===== src/rtl/muldiv_types_pkg.sv =====
// -----------------------------------------------------------------------------
// muldiv_types
// Shared types for the RV32M multiply/divide controller: the M-extension
// funct3 encoding, the controller state encoding and the divider iteration
// count.
// -----------------------------------------------------------------------------
package muldiv_types;

  // M-extension operation select (funct3 of opcode 0110011, funct7 0000001).
  typedef enum logic [2:0] {
    F3_MUL    = 3'b000,
    F3_MULH   = 3'b001,
    F3_MULHSU = 3'b010,
    F3_MULHU  = 3'b011,
    F3_DIV    = 3'b100,
    F3_DIVU   = 3'b101,
    F3_REM    = 3'b110,
    F3_REMU   = 3'b111
  } m_funct3_t;

  typedef enum logic [2:0] {
    S_IDLE,
    S_MUL,
    S_DIV,
    S_FIX,
    S_DONE
  } muldiv_state_t;

  // One quotient bit per iteration.
  localparam int unsigned DIV_ITERS = 32;

endpackage


===== src/rtl/radix2_divider.sv =====
// -----------------------------------------------------------------------------
// radix2_divider
// Unsigned restoring divider datapath, one quotient bit per step. Sequencing
// (how many steps, when to stop) belongs to the caller.
//
// Ports:
//   clk, rst   : clock, asynchronous active-high reset
//   load       : capture dividend/divisor and clear the partial remainder
//   step       : perform one shift/subtract iteration
//   dividend   : unsigned dividend (captured on load)
//   divisor    : unsigned divisor (captured on load)
//   quotient   : quotient register (valid after 32 steps)
//   remainder  : partial remainder register (valid after 32 steps)
// -----------------------------------------------------------------------------
module radix2_divider (
  input  logic        clk,
  input  logic        rst,
  input  logic        load,
  input  logic        step,
  input  logic [31:0] dividend,
  input  logic [31:0] divisor,
  output logic [31:0] quotient,
  output logic [31:0] remainder
);

  logic [31:0] rem_q, rem_d;
  logic [31:0] quo_q, quo_d;
  logic [31:0] dvs_q, dvs_d;
  logic [32:0] shifted;
  logic [32:0] diff;

  always_comb begin
    // NOTE: every variable gets a default before any branch, so no path
    // leaves one unassigned and no latch is inferred.
    rem_d   = rem_q;
    quo_d   = quo_q;
    dvs_d   = dvs_q;
    // The dividend bits shift out of the top of quo_q into the remainder,
    // while quotient bits shift in at the bottom.
    shifted = {rem_q, quo_q[31]};
    // Since rem_q < dvs_q, shifted < 2*dvs_q, so bit 32 of the difference is
    // exactly the borrow: set means "does not fit, restore".
    diff    = shifted - {1'b0, dvs_q};

    if (load) begin
      rem_d = '0;
      quo_d = dividend;
      dvs_d = divisor;
    end else if (step) begin
      if (!diff[32]) begin
        rem_d = diff[31:0];
        quo_d = {quo_q[30:0], 1'b1};
      end else begin
        rem_d = shifted[31:0];
        quo_d = {quo_q[30:0], 1'b0};
      end
    end
  end

  // NOTE: sequential state uses non-blocking assignments so all flops sample
  // their _d values from the same pre-edge snapshot. These are ordinary
  // registers (not a memory array), so resetting them costs nothing.
  always_ff @(posedge clk or posedge rst) begin
    if (rst) begin
      rem_q <= '0;
      quo_q <= '0;
      dvs_q <= '0;
    end else begin
      rem_q <= rem_d;
      quo_q <= quo_d;
      dvs_q <= dvs_d;
    end
  end

  assign quotient  = quo_q;
  assign remainder = rem_q;

endmodule


===== src/rtl/muldiv_ctrl.sv =====
// -----------------------------------------------------------------------------
// muldiv_ctrl
// EX-stage controller for RV32M. Accepts an M-extension op with forwarded
// operands, runs a fixed-latency multiply or a 32-step radix-2 divide, stalls
// the front of the pipeline while busy and holds the result until EX/MEM loads.
//
// Parameters:
//   MUL_LAT      : stall cycles for any multiply (1..8)
// Ports:
//   clk, rst     : clock, asynchronous active-high reset
//   start        : EX holds a valid M-extension op
//   funct3       : operation select (see m_funct3_t)
//   a, b         : forwarded rs1 / rs2 values
//   ack          : EX/MEM register loads this cycle
//   flush        : kill the in-flight op
//   mult_stall   : multiply in progress
//   divide_stall : divide in progress
//   done         : result is valid
//   result       : product word or quotient/remainder
// -----------------------------------------------------------------------------
module muldiv_ctrl
  import muldiv_types::*;
#(
  parameter int unsigned MUL_LAT = 3
) (
  input  logic        clk,
  input  logic        rst,
  input  logic        start,
  input  logic [2:0]  funct3,
  input  logic [31:0] a,
  input  logic [31:0] b,
  input  logic        ack,
  input  logic        flush,
  output logic        mult_stall,
  output logic        divide_stall,
  output logic        done,
  output logic [31:0] result
);

  muldiv_state_t state_q, state_d;
  m_funct3_t     op_q, op_d;
  logic [31:0]   a_q, a_d;
  logic [31:0]   b_q, b_d;
  logic [4:0]    cnt_q, cnt_d;
  logic [31:0]   result_q, result_d;

  // In IDLE the op is decoded straight from the EX inputs so that single-cycle
  // cases (special divides, MUL_LAT = 1) can resolve in the start cycle.
  m_funct3_t   op_cur;
  logic [31:0] a_cur, b_cur;

  assign op_cur = (state_q == S_IDLE) ? m_funct3_t'(funct3) : op_q;
  assign a_cur  = (state_q == S_IDLE) ? a : a_q;
  assign b_cur  = (state_q == S_IDLE) ? b : b_q;

  // ---- decode ----------------------------------------------------------------
  logic is_div_op, signed_div, is_rem_op;
  logic div_by_zero, div_ovf, div_special;
  logic [31:0] special_res;

  assign is_div_op   = op_cur[2];
  assign signed_div  = is_div_op && !op_cur[0];   // DIV, REM
  assign is_rem_op   = op_cur[1];                 // REM, REMU (within divides)
  assign div_by_zero = (b_cur == 32'd0);
  assign div_ovf     = signed_div && (a_cur == 32'h8000_0000) && (b_cur == 32'hFFFF_FFFF);
  assign div_special = is_div_op && (div_by_zero || div_ovf);
  assign special_res = div_by_zero ? (is_rem_op ? a_cur : 32'hFFFF_FFFF)
                                   : (is_rem_op ? 32'd0 : 32'h8000_0000);

  // ---- multiplier ------------------------------------------------------------
  // Operands are sign/zero-extended to 33 bits and further to 64; the low 64
  // bits of the unsigned product are the correct two's-complement product.
  logic        a_sgn, b_sgn;
  logic [63:0] mul_a, mul_b, product;
  logic [31:0] mul_res;

  assign a_sgn   = (op_cur == F3_MULH) || (op_cur == F3_MULHSU);
  assign b_sgn   = (op_cur == F3_MULH);
  assign mul_a   = {{32{a_sgn & a_cur[31]}}, a_cur};
  assign mul_b   = {{32{b_sgn & b_cur[31]}}, b_cur};
  assign product = mul_a * mul_b;
  assign mul_res = (op_cur == F3_MUL) ? product[31:0] : product[63:32];

  // ---- divider ---------------------------------------------------------------
  logic        div_load, div_step;
  logic [31:0] div_dividend, div_divisor, div_quo, div_rem;
  logic        q_neg, r_neg;
  logic [31:0] div_res;

  // Magnitudes are taken from the start-cycle operands (the only cycle load
  // is asserted). abs(0x80000000) is 0x80000000 read as unsigned.
  assign div_dividend = (signed_div && a_cur[31]) ? (32'd0 - a_cur) : a_cur;
  assign div_divisor  = (signed_div && b_cur[31]) ? (32'd0 - b_cur) : b_cur;

  radix2_divider u_div (
    .clk       (clk),
    .rst       (rst),
    .load      (div_load),
    .step      (div_step),
    .dividend  (div_dividend),
    .divisor   (div_divisor),
    .quotient  (div_quo),
    .remainder (div_rem)
  );

  // Sign fix-up applied in FIX, using the latched operand signs.
  assign q_neg   = signed_div && (a_cur[31] ^ b_cur[31]);
  assign r_neg   = signed_div && a_cur[31];
  assign div_res = is_rem_op ? (r_neg ? (32'd0 - div_rem) : div_rem)
                             : (q_neg ? (32'd0 - div_quo) : div_quo);

  // ---- FSM -------------------------------------------------------------------
  always_comb begin
    state_d      = state_q;
    op_d         = op_q;
    a_d          = a_q;
    b_d          = b_q;
    cnt_d        = cnt_q;
    result_d     = result_q;
    div_load     = 1'b0;
    div_step     = 1'b0;
    mult_stall   = 1'b0;
    divide_stall = 1'b0;

    unique case (state_q)
      S_IDLE: begin
        if (start && !flush) begin
          op_d = op_cur;
          a_d  = a;
          b_d  = b;
          if (is_div_op) begin
            divide_stall = 1'b1;
            if (div_special) begin
              state_d  = S_DONE;
              result_d = special_res;
            end else begin
              state_d  = S_DIV;
              cnt_d    = 5'(DIV_ITERS - 1);
              div_load = 1'b1;
            end
          end else begin
            mult_stall = 1'b1;
            if (MUL_LAT == 1) begin
              state_d  = S_DONE;
              result_d = mul_res;
            end else begin
              state_d = S_MUL;
              cnt_d   = 5'(MUL_LAT - 2);
            end
          end
        end
      end

      S_MUL: begin
        mult_stall = 1'b1;
        if (cnt_q == 5'd0) begin
          state_d  = S_DONE;
          result_d = mul_res;
        end else begin
          cnt_d = cnt_q - 5'd1;
        end
      end

      S_DIV: begin
        divide_stall = 1'b1;
        div_step     = 1'b1;
        if (cnt_q == 5'd0) begin
          state_d = S_FIX;
        end else begin
          cnt_d = cnt_q - 5'd1;
        end
      end

      S_FIX: begin
        divide_stall = 1'b1;
        state_d      = S_DONE;
        result_d     = div_res;
      end

      S_DONE: begin
        // A start seen here is the same instruction still sitting in EX.
        if (ack) begin
          state_d = S_IDLE;
        end
      end

      default: state_d = S_IDLE;
    endcase

    // Flush overrides everything: abandon the op, keep the old result.
    if (flush) begin
      state_d      = S_IDLE;
      cnt_d        = 5'd0;
      result_d     = result_q;
      div_load     = 1'b0;
      div_step     = 1'b0;
      mult_stall   = 1'b0;
      divide_stall = 1'b0;
    end

    // The start-cycle stall is combinational, so gate it while in reset.
    if (rst) begin
      mult_stall   = 1'b0;
      divide_stall = 1'b0;
    end
  end

  always_ff @(posedge clk or posedge rst) begin
    if (rst) begin
      state_q  <= S_IDLE;
      op_q     <= F3_MUL;
      a_q      <= '0;
      b_q      <= '0;
      cnt_q    <= '0;
      result_q <= '0;
    end else begin
      state_q  <= state_d;
      op_q     <= op_d;
      a_q      <= a_d;
      b_q      <= b_d;
      cnt_q    <= cnt_d;
      result_q <= result_d;
    end
  end

  assign done   = (state_q == S_DONE);
  assign result = result_q;

endmodule


===== config.mk =====
export PLATFORM = sky130hd
export DESIGN_NAME = muldiv_ctrl
export DESIGN_NICKNAME = d
export VERILOG_FILES = /design/src/rtl/muldiv_types_pkg.sv /design/src/rtl/radix2_divider.sv /design/src/rtl/muldiv_ctrl.sv
export SDC_FILE = /design/constraint.sdc
export NUM_CORES = 2
export LEC_CHECK = 0
export ABC_AREA = 1
export CAP_MARGIN = 5
export CELL_PAD_IN_SITES_DETAIL_PLACEMENT = 1
export CELL_PAD_IN_SITES_GLOBAL_PLACEMENT = 2
export CORE_MARGIN = 5
export CORE_UTILIZATION = 40
export CTS_BUF_LIST = sky130_fd_sc_hd__clkbuf_8
export DETAILED_ROUTE_END_ITERATION = 10
export GPL_TIMING_DRIVEN = 0
export PLACE_DENSITY = 0.84
export SLEW_MARGIN = 20
export SYNTH_ARGS = -nofsm -noshare
export SYNTH_HDL_FRONTEND = slang
export SYNTH_SLANG_ARGS = --single-unit
export TNS_END_PERCENT = 10

===== constraint.sdc =====
create_clock -name clk -period 11.5 [get_ports clk]
set_clock_uncertainty 0.2 [all_clocks]
set_input_delay 3.45 -clock clk [delete_from_list [all_inputs] [get_ports clk]]
set_output_delay 3.45 -clock clk [all_outputs]
set_load 0.1 [all_outputs]

==> impl_results.md <==
- Post-synth EDFFs: 0
- Worst Path Max Fanout: 10
- Critical Path RT: 11.79 ns
- Kind of end point of the critical path: register
- Initial core utilization: 40.2%
- Async S/R FF share, synth: 100%
- Vias in the first global route: 57300
- Violated checks: setup timing
- HP Class: reg2reg
- Post-route setup slack: -0.151 ns
- Die H: 381 µm
- Layout cell share with drive strength beyond 1: 11.6%
- Standard-cell rows: 136
- Tmin final: 11.65 ns
- Number of port buffers: 105
- Largest net degree at the start of global routing: 89
- Sink Count: 203
- Hold buffers post-CTS: 0
- 1st-iter DRT viols: 4233
- Crit share post-route: 101%
- FF+latch count, synth: 203
- Final Hold Viols: 0
- 1st-pass router iterations: 5
- Remaining DRCs: 0
- CTS tree: yes
- Setup crit start kind: input port
- Post-DRT Antenna Nets: 0
- First-pass GRT wire length: 414000 µm
- Commonest cells after routing, fill and taps aside: nand2_1 (1751), inv_1 (1562), fa_1 (1086), nor2_1 (667), nand3_1 (334)
- Yosys Warn Count: 0
- H-tree levels: 2
- Maxcap violations: 0
- Seq/Total Area, Yosys: 9.22%
- Total die area: 145000 µm²
- P&R area growth vs syn: 15.4%
- Outcome: complete, but fails checks
- Via count: 52900
- Core area: 137000 µm²
- WP data arrival: 11.95 ns
- Clock Latency Late Sink: 0.61 ns
- Drt total wl: 293000 µm
- RSZ-0062 raised after global routing: yes
- Synthesized area: 55100 µm²
- Commonest non-fill, non-tap cell in the layout: nand2_1
- Syn avg cell area: 7.51 µm²
- TNS Setup: -0.404 ns
- DPL Wire Length: 241000 µm
- Slowest CP cell: fa_2
- Fmax: 0.0858 GHz
- Final number of setup-violating endpoints: 8
- Final Max Slew Viols: 0
- # IOs: 107
- Global route overflow: 0
- Net Count, Synth: 8789
- Worst slew pin tran: 1.19 ns
- CP Class: in2reg
- Clk slew on worst S/H paths: 0.06 ns
- Gpl congestion: 1.04
- Wire per inst: 31.0 µm
- Clock Tree Root: clkbuf_8
- Deepest clock path buffer count: 3
- Fin nets: 9058
- Syn Inst Count: 7339
- Total track usage: 40.2%
- Slowest stage delay, CP: 0.68 ns
- Die X-Extent: 381 µm
- Most used DFF post-synth: dfrtp_1
- DR vias/cell: 5.60
- Synth cell types: 48
- CTS buffer count: 36
- Slew margin rel.: 21.0%
- Initial antenna violation count: 22
-- cell families (layout without fill, tap and decap cells) --
| logic type | count (synthesis) | count (layout) | synth area share (%) |
|---|---|---|---|
| AO/OA/AOI/OAI | 616 | 616 | 6.32 |
| XOR/XNOR | 109 | 109 | 1.73 |
| adder cells (fa/ha/maj) | 1378 | 1378 | 46.6 |
| buffers and inverters | 1936 | 2230 | 13.5 |
| flip-flops | 203 | 203 | 9.22 |
| other | 0 | 11 | 0 |
| AND/OR/NAND/NOR | 3097 | 3097 | 22.7 |
-- cell usage after synthesis (all sizes together) (10+ instances only) --
cell | number | area [µm²]
nand2 | 1852 | 6980
inv | 1603 | 6020
fa | 1126 | 22500
nor2 | 748 | 2840
nand3 | 366 | 1850
o21ai | 294 | 1510
ha | 252 | 3150
clkbuf | 230 | 865
dfrtp | 203 | 5080
a21oi | 178 | 891
buf | 86 | 472
o211ai | 86 | 646
xor2 | 85 | 744
nor3 | 46 | 235
nand4 | 34 | 213
nand3b | 32 | 240
xnor2 | 24 | 210
o21bai | 19 | 146
clkinv | 17 | 63.8
nor4 | 10 | 77.6
-- path summary, 6_finish.rpt --
path                                         from                     to  slack (ns)  cells past startpoint
min in group asynchronous                     rst    a_q[10]$_DFFE_PP0P_        3.21                      2
setup / recovery                            b[17]  result[2]$_DFFE_PP0P_       -0.15                     31
hold / removal                 b_q[6]$_DFFE_PP0P_     b_q[6]$_DFFE_PP0P_        0.27                      2
hold reg to reg                b_q[6]$_DFFE_PP0P_     b_q[6]$_DFFE_PP0P_        0.27                      2
setup reg to reg           state_q[2]$_DFFE_PP0P_  result[4]$_DFFE_PP0P_        1.78                     40
max in group asynchronous                     rst  result[6]$_DFFE_PP0P_        6.73                      4
-- per-stage QoR --
| step | util [%] | cells | setup WS [ns] | cell area [µm²] | hold WS (ns) |
|---|---|---|---|---|---|
| after global placement | 42.6 | 9238 | -4.75 | 58400 | 0.255 |
| after floorplan | - | 7339 | 0.0622 | 55100 | 0.242 |
| final | 46.4 | 9438 | -0.151 | 63600 | 0.274 |
| after detailed placement | 42.7 | 9242 | -4.73 | 58500 | 0.259 |
| after CTS | 45.3 | 9378 | -0.0383 | 62200 | 0.275 |
| after global routing | 46.3 | 9428 | -0.0941 | 63600 | 0.297 |
-- layer usage --
| layer | up-vias | global-route usage, % | routed length (µm) |
|---|---|---|---|
| met5 | - | 0 | 61 |
| met4 | 8 | 31.6 | 30100 |
| met3 | 856 | 9.93 | 25800 |
| met2 | 2429 | 63.2 | 130000 |
| met1 | 27300 | 47.0 | 107000 |
| li1 | 22300 | - | - |
-- layout make-up --
type,count,area (µm²)
diodes,11,27.5
plain buffers,307,2330
clock buffers,40,551
clock inverters,23,168
fillers,17000,73600
inverters,1620,6350
multi-input cells,5200,44600
flip-flops and latches,203,5080
well taps,1794,2240
repair buffers,240,2280
-- critical path: cells and delay by family --
kind                     cells  cell delay [ns]
AO/OA/AOI/OAI                7             1.71
adder cells (fa/ha/maj)      9             4.68
buffers and inverters        9             1.52
AND/OR/NAND/NOR              6             0.54
-- registers in the layout, summed over array words and instances (netlist names) --
signal and cells:
result 32, u_div.remainder 32, state_q 3, a_q 32
op_q 3, u_div.quotient 32, u_div.dvs_q 32, cnt_q 5
b_q 32
-- repair_timing --
item | in CTS | in global routing
resized for setup | 755 | 339
setup buffers | 80 | 53
setup endpoints to repair | 32 | 32
pin swaps | 37 | 82
hold endpoints to repair | 0 | 0
Power is left out: the tool's default activity adds up to more than one toggle a clock period on the data nets, which glitch-free logic cannot reach.
